<file path="config.mk">
export PLATFORM = sky130hd
export DESIGN_NAME = sc_reduce_mod_l
export DESIGN_NICKNAME = d
export VERILOG_FILES = /design/src/rtl/ed25519_pkg.sv /design/src/rtl/sc_reduce_step.sv /design/src/rtl/sc_reduce_mod_l.sv
export SDC_FILE = /design/constraint.sdc
export NUM_CORES = 2
export LEC_CHECK = 0
export CAP_MARGIN = 10
export CELL_PAD_IN_SITES_DETAIL_PLACEMENT = 1
export CELL_PAD_IN_SITES_GLOBAL_PLACEMENT = 1
export CORE_ASPECT_RATIO = 2
export CORE_UTILIZATION = 41
export DETAILED_ROUTE_END_ITERATION = 16
export MAX_ROUTING_LAYER = met4
export PLACE_DENSITY = 0.84
export REMOVE_ABC_BUFFERS = 1
export SETUP_SLACK_MARGIN = 0.05
export SKIP_CTS_REPAIR_TIMING = 1
export SYNTH_ARGS = -nofsm -noshare
export SYNTH_HDL_FRONTEND = slang
export SYNTH_SLANG_ARGS = --single-unit
</file>
<file path="constraint.sdc">
create_clock -name clk -period 5.15 [get_ports clk]
set_input_delay 1.2875 -clock clk [delete_from_list [all_inputs] [get_ports clk]]
set_output_delay 1.2875 -clock clk [all_outputs]
set_load 0.02 [all_outputs]
</file>
<file path="src/rtl/ed25519_pkg.sv">
// Shared Ed25519 constants and types: group order L, SHAKE digest width and
// the scalar reducer state encoding.
package ed25519_pkg;

    localparam int SHAKE_W = 512;
    localparam int SC_W    = 254;

    // L = 2^252 + 0x14def9dea2f79cd65812631a5cf5d3ed
    localparam logic [SC_W-1:0] SC_L =
        254'h1000000000000000000000000000000014def9dea2f79cd65812631a5cf5d3ed;

    typedef enum logic [1:0] {
        RED_IDLE = 2'd0,
        RED_RUN  = 2'd1,
        RED_FIN  = 2'd2
    } red_state_e;

endpackage

</file>
<file path="src/rtl/sc_reduce_step.sv">
// One bit of MSB-first modular reduction: acc_out = (2*acc_in + b) mod L.
// Requires acc_in < L, so a single conditional subtract is enough.
module sc_reduce_step
    import ed25519_pkg::*;
(
    input  logic [SC_W-1:0] acc_in,
    input  logic            b,
    output logic [SC_W-1:0] acc_out
);

    logic [SC_W:0] dbl_s;
    logic [SC_W:0] diff_s;
    logic          ge_s;

    assign dbl_s  = {acc_in, b};
    assign diff_s = dbl_s - {1'b0, SC_L};
    assign ge_s   = (dbl_s >= {1'b0, SC_L});

    // Both candidates are always formed; only the mux select depends on data.
    assign acc_out = SC_W'(ge_s ? diff_s : dbl_s);

endmodule

</file>
<file path="src/rtl/sc_reduce_mod_l.sv">
// Bit-serial reduction of a SHAKE digest modulo the Ed25519 group order L.
// Optional build macro SC_REDUCE_ZEROIZE_EN adds a scrubbing zeroize input.
module sc_reduce_mod_l
    import ed25519_pkg::*;
#(
    parameter int DIN_W          = SHAKE_W,
    parameter int BITS_PER_CYCLE = 1
) (
    input  logic             clk,
    input  logic             rst_n,
    input  logic             start,
    input  logic [DIN_W-1:0] din,
`ifdef SC_REDUCE_ZEROIZE_EN
    input  logic             zeroize,
`endif
    output logic [252:0]     dout,
    output logic             done,
    output logic             busy
);

    localparam int NSTEPS = DIN_W / BITS_PER_CYCLE;
    localparam int CNT_W  = (NSTEPS > 1) ? $clog2(NSTEPS) : 1;
    localparam logic [CNT_W-1:0] CNT_LAST = CNT_W'(NSTEPS - 1);

    red_state_e       state_q;
    logic [SC_W-1:0]  acc_q;
    logic [DIN_W-1:0] shift_q;
    logic [DIN_W-1:0] shift_d;
    logic [CNT_W-1:0] cnt_q;
    logic [CNT_W-1:0] cnt_d;
    logic [252:0]     dout_q;
    logic             done_q;
    logic             busy_q;

    logic [SC_W-1:0]  chain_s [0:BITS_PER_CYCLE];

    assign chain_s[0] = acc_q;

    for (genvar gi = 0; gi < BITS_PER_CYCLE; gi++) begin : g_step
        sc_reduce_step u_step (
            .acc_in  (chain_s[gi]),
            .b       (shift_q[DIN_W-1-gi]),
            .acc_out (chain_s[gi+1])
        );
    end

    // Next shift-register and counter values for a RUN cycle.
    always_comb begin
        shift_d = shift_q << BITS_PER_CYCLE;
        cnt_d   = cnt_q + CNT_W'(1);
    end

    // Reducer FSM with registered dout/done/busy.
    always_ff @(posedge clk or negedge rst_n) begin
        if (!rst_n) begin
            state_q <= RED_IDLE;
            acc_q   <= '0;
            shift_q <= '0;
            cnt_q   <= '0;
            dout_q  <= '0;
            done_q  <= 1'b0;
            busy_q  <= 1'b0;
        end
`ifdef SC_REDUCE_ZEROIZE_EN
        else if (zeroize) begin
            state_q <= RED_IDLE;
            acc_q   <= '0;
            shift_q <= '0;
            cnt_q   <= '0;
            dout_q  <= '0;
            done_q  <= 1'b0;
            busy_q  <= 1'b0;
        end
`endif
        else begin
            case (state_q)
                RED_IDLE: begin
                    done_q <= 1'b0;
                    if (start) begin
                        shift_q <= din;
                        acc_q   <= '0;
                        cnt_q   <= '0;
                        busy_q  <= 1'b1;
                        state_q <= RED_RUN;
                    end
                end
                RED_RUN: begin
                    acc_q   <= chain_s[BITS_PER_CYCLE];
                    shift_q <= shift_d;
                    cnt_q   <= cnt_d;
                    // Result is published on entry to FIN so done and dout line up.
                    if (cnt_q == CNT_LAST) begin
                        dout_q  <= chain_s[BITS_PER_CYCLE][252:0];
                        done_q  <= 1'b1;
                        state_q <= RED_FIN;
                    end
                end
                RED_FIN: begin
                    done_q  <= 1'b0;
                    busy_q  <= 1'b0;
                    state_q <= RED_IDLE;
                end
                default: begin
                    done_q  <= 1'b0;
                    busy_q  <= 1'b0;
                    state_q <= RED_IDLE;
                end
            endcase
        end
    end

    assign dout = dout_q;
    assign done = done_q;
    assign busy = busy_q;

endmodule

</file>
# Yosys cells after proc, flatten, opt, wreduce, memory -nomap -nowiden
# Cells that the tools add are included.
# totals
in_bits	515
ff_bits	1032
# op_classes
bitwise	1
addsub	2
magnitude_cmp	1
muxes	14
n_reduce_logical	6
n_eq_ne	4
# op_table
op	count
512-bit case mux with 2 select lines	1
512-bit 2-to-1 mux	1
254-bit 2-to-1 mux	2
254-bit case mux with 2 select lines	1
255-bit by 253-bit >= comparator with 1-bit output, second input constant	1
254-bit by 253-bit subtractor with 254-bit output, second input constant	1
9-bit case mux with 2 select lines	1
9-bit by 1-bit adder with 9-bit output, second input constant	1
9-bit == test, second input constant	1
9-bit 2-to-1 mux	1
2-bit AND reduction	4
2-bit 2-to-1 mux	2
2-bit != test, second input constant	2
2-bit case mux with 2 select lines	1
1-bit 2-to-1 mux	3
2-bit by 1-bit == test with 1-bit output, second input constant	1
2-bit zero test	1
1-bit case mux with 2 select lines	1
2-bit nonzero test	1
1-bit NOT	1

# Depth between registers and ports, before layout
# depth
ltp_word	3
ltp_mapped	16

# Cells and area by module
# A second synthesis with hierarchy kept.
# unflattened
cells_unflattened	5708
area_unflattened_um2	52500.4
# modules_own_cells
mod	cells_each	instances	seq_area_each_um2	area_each_um2
sc_reduce_mod_l	3948	1	25824.8	41787.6
sc_reduce_step	1760	1	0.0	10712.8

# Worst setup path after synthesis
# OpenSTA, ideal clock, no wires.
# synth_path
path_type	reg-to-reg
from	register acc_q[38]
to	register acc_q[213]
arrival_ns	3.681
path_stages_with_launch	13
slack_ns	1.336
cell_sequence	dfrtp_1 clkbuf_1 or4b_1 nor4_2 nor4b_1 nor2_1 a211oi_1 nor2_1 or4_1 or4_1 o211ai_1 xor2_1 o21ai_0
# synth_between
elab_chain_len	3
elab_cells_between_ends	4
cone_classes	1 x add/sub; 1 x order compare; 2 x mux
# synth_rtl
item	line	rtl
from (decl)	sc_reduce_mod_l.sv:26	logic [SC_W-1:0] acc_q;
from (signal assigned)	sc_reduce_mod_l.sv:88	acc_q <= chain_s[BITS_PER_CYCLE];
254-bit by 253-bit subtractor with 254-bit output or 255-bit by 253-bit >= comparator with 1-bit output (tied branches)	sc_reduce_step.sv:16, sc_reduce_step.sv:17	
254-bit 2-to-1 mux *	sc_reduce_step.sv:20	assign acc_out = SC_W'(ge_s ? diff_s : dbl_s);
254-bit case mux with 2 select lines *	sc_reduce_mod_l.sv:76	case (state_q)
# Every way passes the cells marked *; elsewhere a longest branch is shown, timed or not.
# A chain may end at the register's enable or synchronous reset.

# Final worst setup path
# layout_path
from	register acc_q[156]
to	register dout_q[186], in the netlist dout[186]
# layout_between
elab_chain_len	2
elab_cells_between_ends	3
cone_classes	1 x add/sub; 1 x order compare; 1 x mux
# layout_rtl
item	line	rtl
254-bit by 253-bit subtractor with 254-bit output or 255-bit by 253-bit >= comparator with 1-bit output (tied branches)	sc_reduce_step.sv:16, sc_reduce_step.sv:17	
254-bit 2-to-1 mux *	sc_reduce_step.sv:20	
to (signal assigned)	sc_reduce_mod_l.sv:93	dout_q <= chain_s[BITS_PER_CYCLE][252:0];
to (decl)	sc_reduce_mod_l.sv:31	logic [252:0] dout_q;
# Marks and branches as above.

==> run metrics <==
Nets=just under 8000; number of global-route vias before repair=about 58000; port bufs=approximately 770; DIE WIDTH=between 200 and 300 microns; H-tree level count=3; global-route wire length before repair=approximately 420000 microns; mux cell area share after synthesis=0%; final hold viol count=0; clock period minus final worst setup slack=around 5100 ps; post-synth top area cell=dfrtp_1; GRT Total Usage=a little under half; Core Rows=184; main combinational cell family by area after synthesis=simple AND/OR/NAND/NOR gates; Power, Total=around 27000 uW; top cells by area, synth=dfrtp_1, nand2_1, a31oi_1; crit end category=flip-flop; core area=roughly 130000 sq um; number of synthesized flops with an enable pin=0; critical path's slowest cell=or4_1; CTS root buf=clkbuf_16; Crit path largest cell delay=just under 700 ps; Total Wirelength=slightly below 300000 microns; post-synthesis sequential area ratio=between 40% and 50%; Stages on worst setup path=13; simple-gate share of the synthesized area=between 20% and 30%; Post-synth ARST share=100%; unique cell type count in the Yosys netlist=85; DRC viols=0; vias per cell=6.05; Clk pin slew, worst setup/hold paths=about 70 ps; starting density of the core=41.3%; synthesized area per cell=roughly 8.2 sq um; CP top delay family=simple AND/OR/NAND/NOR gates; status=completed; die area=between 100000 and 150000 sq um; max-slew violations=0; top cell type's share of synthesized area=~50%; number of CTS-inserted buffers=96; Pleak=0.0280 uW; skew final=roughly 37 ps; Hold Path Class=reg -> reg; post-synthesis compound-gate area fraction=15.9%; RSZ-0062 raised after global routing=false; Critical Path Most Common Cell=buf_4; Worst Slack Setup Final=approximately 28 ps; maximum clock path buffer count=3; WP data arrival=between 5000 and 6000 ps; cell count after synthesis=6321; setup slack at placement=-279 ps; Chip Height=between 500 and 600 microns; clock sink count=1032; routed len/inst=roughly 32 microns; Slew headroom=between 20% and 30%; CP cell instances=or4_1, or3_1, nor4_2, nand4_1, buf_4, nor4_4, buf_4, inv_2, a211oi_1, buf_4, buf_4, xnor2_1, o21ai_0; Sum Neg Setup Slack=0 ps; Primary FF master, synth=dfrtp_1; initial antenna violation count=76; count leader, synth=nand2_1; P&R area growth vs syn=31.3%; Critical Path RT=5740 ps; Worst Setup Start Kind=flip-flop; WP buf/inv=5; first drt pass iteration count=6; WS Path Type=reg -> reg; WHS=~480 ps; Final Setup Violations=0; count of yosys warnings during synthesis=0; DRT antenna net count=0; hold depth=2; post-synthesis adder-cell area fraction=less than 1%; number of max-cap violations=0; worst reg-to-reg path cell count=13; GP Congestion=1.12; worst skew pair latency=760 ps; commonest cells in the netlist=nand2_1, dfrtp_1, nor2_1; Initial DRC Count=between 4000 and 5000; Max Freq=195 MHz; CP max FO=10; FF+latch count, synth=roughly 1000; share of post-route cells with drive strength above 1=between 10% and 20%; Post-Syn Area=51900 sq um; grt ovf=0; Final Cycle Share=between 90% and 100%; pwr dens=389 nW/um^2; largest net degree at the start of global routing=between 150 and 200; Worst-Margin Slew=approximately 1100 ps; CTS tree=yes; Peak VDD IR=between 0.2 and 0.3 mV; routed via count=around 55000; hpwl dp=212000 microns; I/O pin cnt=770; synthesized-area fraction occupied by xor and xnor cells=under 10%
final timing paths:
check / from / endpoint / slack, ps
min in group asynchronous: rst_n / shift_q[441] / 540
hold / removal: dout[223] / dout[223] / 480
hold reg to reg: dout[223] / dout[223] / 480
setup reg to reg: acc_q[156] / dout[186] / 30
max in group asynchronous: rst_n / acc_q[63] / 3270
setup / recovery: acc_q[156] / dout[186] / 30
through the flow:
stage	utilization (%)	std cells	cell area, sq um
finish	54.3	9052	68100
global route	54.3	9046	68100
CTS	53.9	8955	67600
detailed placement	51.2	8777	64200
global placement	51.2	8777	64200
floorplan	-	5856	50100
logic make-up after synthesis:
family | Yosys count
xor gates and xnor gates | 252
buffers and inverters | 496
adders and majority gates | 4
AOI/OAI and AO/OA | 1390
DFF | 1032
and+or+nand+nor | 3147
final cells by class:
cell class | count | area [sq um]
timing repair buffer | 1259 | 12000
sequential | 1032 | 25800
inverter | 31 | 116
clock inverter | 47 | 691
antenna | 85 | 213
clock buffer | 131 | 2740
tap | 1674 | 2090
fill | 14700 | 57400
multi-input combinational | 4793 | 24400
per-layer routing:
metal	share of wire (%)	vias to the layer above	track usage (%)
met5	0	-	-
met4	13	0	48.4
met3	9.3	1326	19.2
met2	48	2633	74.7
met1	30	27200	42.6
li1	-	23600	-
layout by cell type (no fill, tap or decap), types with 13 or more instances in the layout:
| cell | instances |
|---|---|
| nand2_1 | 1735 |
| dfrtp_1 | 1032 |
| clkdlybuf4s50_1 | 768 |
| nor2_1 | 726 |
| o21ai_0 | 563 |
| a31oi_1 | 534 |
| buf_4 | 436 |
| xnor2_1 | 131 |
| xor2_1 | 119 |
| nand3_1 | 107 |
| nor3_1 | 103 |
| clkbuf_16 | 97 |
| diode_2 | 85 |
| nand4_1 | 68 |
| a21oi_1 | 68 |
| nor4_1 | 68 |
| buf_12 | 45 |
| or3_1 | 39 |
| or4_1 | 35 |
| or2_2 | 34 |
| inv_1 | 30 |
| and3_1 | 27 |
| o21ai_1 | 26 |
| and2_1 | 22 |
| o211ai_1 | 21 |
| nor2b_1 | 21 |
| clkbuf_8 | 21 |
| nand4b_1 | 19 |
| nand2b_1 | 16 |
| clkbuf_1 | 16 |
| nor4bb_1 | 15 |
| nor4b_1 | 14 |
| a21o_1 | 14 |
| o22ai_1 | 14 |
| clkinv_2 | 13 |
worst register-to-register path, stage by stage (launching register included):
cell and delay (ps):
dfrtp_1 440, or4_1 700, or3_1 680, nor4_2 510
nand4_1 300, buf_4 240, nor4_4 350, buf_4 200
inv_2 110, a211oi_1 650, buf_4 270, buf_4 220
xnor2_1 200, o21ai_0 120
report_power, final:
part,internal (uW),total [uW],switching [uW]
logic,2910,8490,5580
clock network,4380,7920,3540
registers,8870,10100,1220
registers in the layout (all words and copies together), names as in the netlist:
| name | count |
|---|---|
| done | 1 |
| state_q | 2 |
| acc_q | 254 |
| busy | 1 |
| dout | 253 |
| shift_q | 512 |
| cnt_q | 9 |
No activity file was read; power rests on OpenSTA's default activity.
